File: config.mk
export PLATFORM = sky130hd
export DESIGN_NAME = ornek1
export DESIGN_NICKNAME = d
export VERILOG_FILES = /design/src/rtl/ornek1_pkg.sv /design/src/rtl/ornek1_window_sum.sv /design/src/rtl/ornek1.sv
export SDC_FILE = /design/constraint.sdc
export NUM_CORES = 1
export LEC_CHECK = 0
export CORE_ASPECT_RATIO = 0.7
export CORE_MARGIN = 2
export CORE_UTILIZATION = 55
export CTS_CLUSTER_SIZE = 40
export DETAILED_ROUTE_END_ITERATION = 10
export PLACE_DENSITY = 0.79
export RECOVER_POWER = 100
export SYNTH_ARGS = -nofsm -noshare
export SYNTH_HDL_FRONTEND = slang
export SYNTH_SLANG_ARGS = --single-unit
File: constraint.sdc
create_clock -name clk -period 7.7 [get_ports clk]
set_clock_uncertainty 0.05 [all_clocks]
set_input_delay 1.155 -clock clk [delete_from_list [all_inputs] [get_ports clk]]
set_output_delay 1.155 -clock clk [all_outputs]
set_load 0.01 [all_outputs]
File: src/rtl/ornek1_pkg.sv
// Shared widths and types for the ornek1 sliding-window adder.
package ornek1_pkg;

  localparam int DATA_W     = 8;
  localparam int SUM_W      = 10;
  localparam int MAX_WINDOW = 4;
  localparam int FILL_W     = 3;

  typedef logic [DATA_W-1:0] data_t;
  typedef logic [SUM_W-1:0]  sum_t;
  typedef logic [FILL_W-1:0] fill_t;

  function automatic sum_t zext_sample(input data_t d);
    return {{(SUM_W-DATA_W){1'b0}}, d};
  endfunction

endpackage

File: src/rtl/ornek1_window_sum.sv
// Sample history, fill counter and next-sum adder for ornek1.
// Outputs are the values the window takes if the current sample is accepted.
import ornek1_pkg::*;

module ornek1_window_sum #(
  parameter int WINDOW = 3
) (
  input  logic  clk,
  input  logic  rst,
  input  logic  accept_i,
  input  data_t sample_i,
  output sum_t  sum_next_o,
  output logic  full_next_o
);

  // Only the WINDOW-1 most recent samples are kept; the incoming one completes the window.
  localparam int    HIST_N = MAX_WINDOW - 1;
  localparam fill_t WIN_C  = fill_t'(WINDOW);

  data_t hist_q [HIST_N] = '{default: 8'h00};
  data_t hist_d [HIST_N];
  fill_t fill_q = 3'd0;
  fill_t fill_d;
  sum_t  sum_next_s;

  always_comb begin
    hist_d     = hist_q;
    fill_d     = fill_q;
    sum_next_s = zext_sample(sample_i);
    for (int i = 0; i < HIST_N; i++) begin
      if (i < WINDOW - 1) begin
        sum_next_s = sum_next_s + zext_sample(hist_q[i]);
      end else begin
        sum_next_s = sum_next_s;
      end
    end
    if (accept_i) begin
      hist_d[0] = (WINDOW > 1) ? sample_i : 8'h00;
      for (int i = 1; i < HIST_N; i++) begin
        hist_d[i] = (i < WINDOW - 1) ? hist_q[i-1] : 8'h00;
      end
      fill_d = (fill_q == WIN_C) ? fill_q : fill_q + 3'd1;
    end else begin
      hist_d = hist_q;
      fill_d = fill_q;
    end
  end

  always_ff @(posedge clk or posedge rst) begin
    if (rst) begin
      hist_q <= '{default: 8'h00};
      fill_q <= 3'd0;
    end else begin
      hist_q <= hist_d;
      fill_q <= fill_d;
    end
  end

  assign sum_next_o  = sum_next_s;
  assign full_next_o = (fill_d == WIN_C);

endmodule

File: src/rtl/ornek1.sv
// Streaming sliding-window adder: registered sum of the last WINDOW samples and a threshold flag.
// Define ORNEK1_STICKY_READY_EN to make ready_o latch high until reset.
import ornek1_pkg::*;

module ornek1 #(
  parameter int THRESHOLD = 60,
  parameter int WINDOW    = 3
) (
  input  logic              clk,
  input  logic              rst,
  input  logic              valid_i,
  input  logic [DATA_W-1:0] datain_i,
  output logic              ready_o,
  output logic [SUM_W-1:0]  dataout_o
);

  localparam sum_t THRESH_C = sum_t'(THRESHOLD);

  sum_t sum_next_s;
  logic full_next_s;
  logic hit_s;
  sum_t dataout_q = 10'd0;
  sum_t dataout_d;
  logic ready_q = 1'b0;
  logic ready_d;

  ornek1_window_sum #(
    .WINDOW(WINDOW)
  ) u_window_sum (
    .clk        (clk),
    .rst        (rst),
    .accept_i   (valid_i),
    .sample_i   (datain_i),
    .sum_next_o (sum_next_s),
    .full_next_o(full_next_s)
  );

  always_comb begin
    dataout_d = dataout_q;
    ready_d   = ready_q;
    hit_s     = full_next_s && (sum_next_s >= THRESH_C);
    if (valid_i) begin
      dataout_d = sum_next_s;
`ifdef ORNEK1_STICKY_READY_EN
      ready_d   = ready_q | hit_s;
`else
      ready_d   = hit_s;
`endif
    end else begin
      dataout_d = dataout_q;
      ready_d   = ready_q;
    end
  end

  always_ff @(posedge clk or posedge rst) begin
    if (rst) begin
      dataout_q <= 10'd0;
      ready_q   <= 1'b0;
    end else begin
      dataout_q <= dataout_d;
      ready_q   <= ready_d;
    end
  end

  assign dataout_o = dataout_q;
  assign ready_o   = ready_q;

endmodule

==> flow_metrics.py <==
metrics = {
    "die": {
        "dieArea_sq_um": 3840,
        "ios": 22,
        "die_x_microns": 73.3,
        "die_y_microns": 52.5,
        "num_rows": 17,
        "core-area_sq_um": 3170,
        "start_util_pct": 58.3,
    },
    "placement": {
        "finalWeightedCongestion": 0.770,
        "port_buffers": 21,
        "placed_area_sq_um": 2100,
        "hpwlAfterDp_microns": 2450,
        "dp_slack_ps": 3340,
    },
    "sta": {
        "hold_violations": 0,
        "setup_slack_ps": 3310,
        "max_slew_margin_pct": -5.97,
        "fmax_mhz": 228,
        "slew_violations": 34,
        "fin_setup_tns_ps": 0,
        "tightest_slew_ps": 1590,
        "setup_viol": 0,
        "min_period_ps": 4390,
        "rsz0062_at_grt": "false",
        "period_share_pct": 57.0,
    },
    "detailed_routing": {
        "viasPerCell": 5.47,
        "drt_iter0_drc": 25,
        "drc": 0,
        "firstDrtPassIters": 4,
        "num_vias": 1215,
        "route.final.wire_length_microns": 3220,
        "wl_per_cell_microns": 14.5,
        "antenna_left": 0,
    },
    "yosys": {
        "synth_warnings": 0,
        "yosys.area.top_type": "dfrtp_1",
        "synth-edff-count": 0,
        "synth_commonest_cells": "dfrtp_1 (30), mux2_2 (23), ha_1 (18)",
        "ys_seq_area_share_pct": 40.7,
        "synthTopCellsByArea": "dfrtp_1 (41%), mux2_2 (14%), ha_1 (12%)",
        "syn-num-nets": 190,
        "syn_inst": 159,
        "yosys.area.top_type_share_pct": 40.7,
        "syn_area_per_cell_sq_um": 11.6,
        "synth.most_common_cell": "dfrtp_1",
        "synth-seq-cells": 30,
        "synthArstFlopShare_pct": 100,
        "yosysUniqueCellTypes": 35,
        "ys.flop_type": "dfrtp_1",
        "syn_area_sq_um": 1850,
    },
    "pwr": {
        "vdd_drop_max_mv": 0.139,
        "p_leak_nw": 0.972,
        "total_power_uw": 655,
        "p_per_area_nw_per_um2": 305,
    },
    "job": {
        "maxCapViolCount": 1,
    },
    "global_route": {
        "antenna_found_initial": 0,
        "grt_overflow": 0,
        "grt_pass1_vias": 1241,
        "grt_max_degree": 34,
        "grt.total_usage_pct": 18.8,
        "grt_pass1_wl_microns": 5460,
    },
    "worst_setup_path": {
        "cp_max_fo": 5,
        "cp-startpoint": "datain_i[0]",
        "path_class": "primary input to register",
        "r2r-end": "dataout_o[8]",
        "ff2ff_setup_slack_ps": 4350,
        "required_ps": 7730,
        "crit_end": "dataout_o[8]",
        "crit_arrival_ps": 4420,
        "critPathCaptureType": "register",
        "rr_worst_depth": 14,
        "reg2reg_from": "u_window_sum.hist_q[17]",
        "cp-start-kind": "primary input",
    },
    "finish": {
        "stdcell_area_sq_um": 2140,
        "final_util_pct": 67.7,
        "diodes": 0,
        "areaGrowthSynthToFinish_pct": 16.1,
        "fin_nets": 215,
        "drive_gt1_share_pct": 16.8,
    },
    "clock_network": {
        "clk_pin_slew_ps": 60,
        "post_cts_buffers": 0,
        "hold_buffers": 0,
        "cts_tree": "yes",
        "ctsHtreeMaxLevel": 2,
        "ctsResizeCount": 0,
        "clock_latency_ps": 270,
        "clock_path_buffers": 2,
        "cts_root_buf": "clkbuf_8",
        "cts.sinks": 30,
        "cts_inserted_buffers": 5,
    },
    "run_status": {
        "status": "complete, but fails checks",
        "violations": "max-capacitance violations, max-slew violations",
    },
    "worst_hold_path": {
        "hp-class": "register to register",
        "min_from": "dataout_o[0]",
    },
}
-- critical path: stages --
cell           delay, ps
dlygate4sd3_1        550
ha_1                 170
inv_1                 50
fa_1                 390
nor2b_1              120
o21ai_0              100
nand2_1              120
xor2_1               160
ha_1                 310
a21o_1               250
a221oi_1             480
o21bai_2              90
a21oi_1              210
xnor2_1              180
a21oi_1               90
-- where the power goes --
part | switching (mW) | leakage (nW) | internal, mW
Sequential | 0.0243 | 0.356 | 0.201
Combinational | 0.154 | 0.578 | 0.161
Clock | 0.0525 | 0.0383 | 0.0620
Total | 0.231 | 0.972 | 0.423
-- placed cells by master (no fill, tap or decap), types with 2 or more instances in the layout --
cell type	Yosys	final
nor3_1	2	2
clkbuf_1	2	3
mux2_2	23	22
a21oi_1	9	11
clkbuf_8	0	5
dlygate4sd3_1	0	14
inv_1	8	8
dfrtp_1	30	30
clkdlybuf4s50_1	0	7
xnor2_1	12	12
nand2_1	5	5
xor2_1	4	4
nor2_1	8	8
ha_1	18	18
a21o_1	7	7
nand4_1	2	2
o21ai_0	2	4
a31oi_1	2	2
nor2b_1	2	2
fa_1	2	2
-- registers in the layout (all words and copies together) (netlist names) --
| register | cells |
|---|---|
| u_window_sum.hist_q | 16 |
| dataout_o | 10 |
| u_window_sum.fill_q | 3 |
| ready_o | 1 |
-- metrics by stage --
stage | std cells | hold WS [ps]
final | 222 | 448
after global routing | 222 | 466
after floorplan | 159 | 437
after detailed placement | 215 | 445
after global placement | 215 | 440
after CTS | 222 | 458
-- final cells by class --
| class | count | area [sq um] |
|---|---|---|
| multi-input cells | 116 | 1020 |
| repair buffers | 22 | 214 |
| well taps | 38 | 47.5 |
| fillers | 238 | 1020 |
| inverters | 9 | 33.8 |
| clock buffers | 7 | 76.3 |
| flip-flops and latches | 30 | 751 |
-- layer usage --
layer / track usage (%) / share of wire (%) / up-vias
met5: 0 / 0 / -
met4: 5.56 / 0.65 / 0
met3: 4.62 / 3.7 / 4
met2: 30.3 / 47 / 24
met1: 25.2 / 49 / 572
li1: - / - / 615
-- how the worst min path moves through the flow --
| stage | endpoint | slack (ps) | depth (start not counted) |
|---|---|---|---|
| 2_1_floorplan | u_window_sum.hist_q[12] | 440 | 1 |
| 3_5_place_dp | dataout_o[0] | 440 | 1 |
| 5_1_grt | dataout_o[6] | 470 | 1 |
| 6_report | dataout_o[0] | 450 | 1 |
| 4_1_cts | dataout_o[0] | 460 | 1 |
| 3_3_place_gp | dataout_o[3] | 440 | 1 |
-- kinds of logic (layout without fill, tap and decap cells) --
logic type,count (synthesis),in the layout,synth area share [%]
AOI/OAI and AO/OA,33,33,14.2
xor gates and xnor gates,16,16,7.59
adders and majority gates,20,20,14.4
buffers and inverters,13,38,2.64
DFF,30,30,40.7
muxes,24,24,14.6
and+or+nand+nor,23,23,5.96
(Power assumes the default switching activity.)
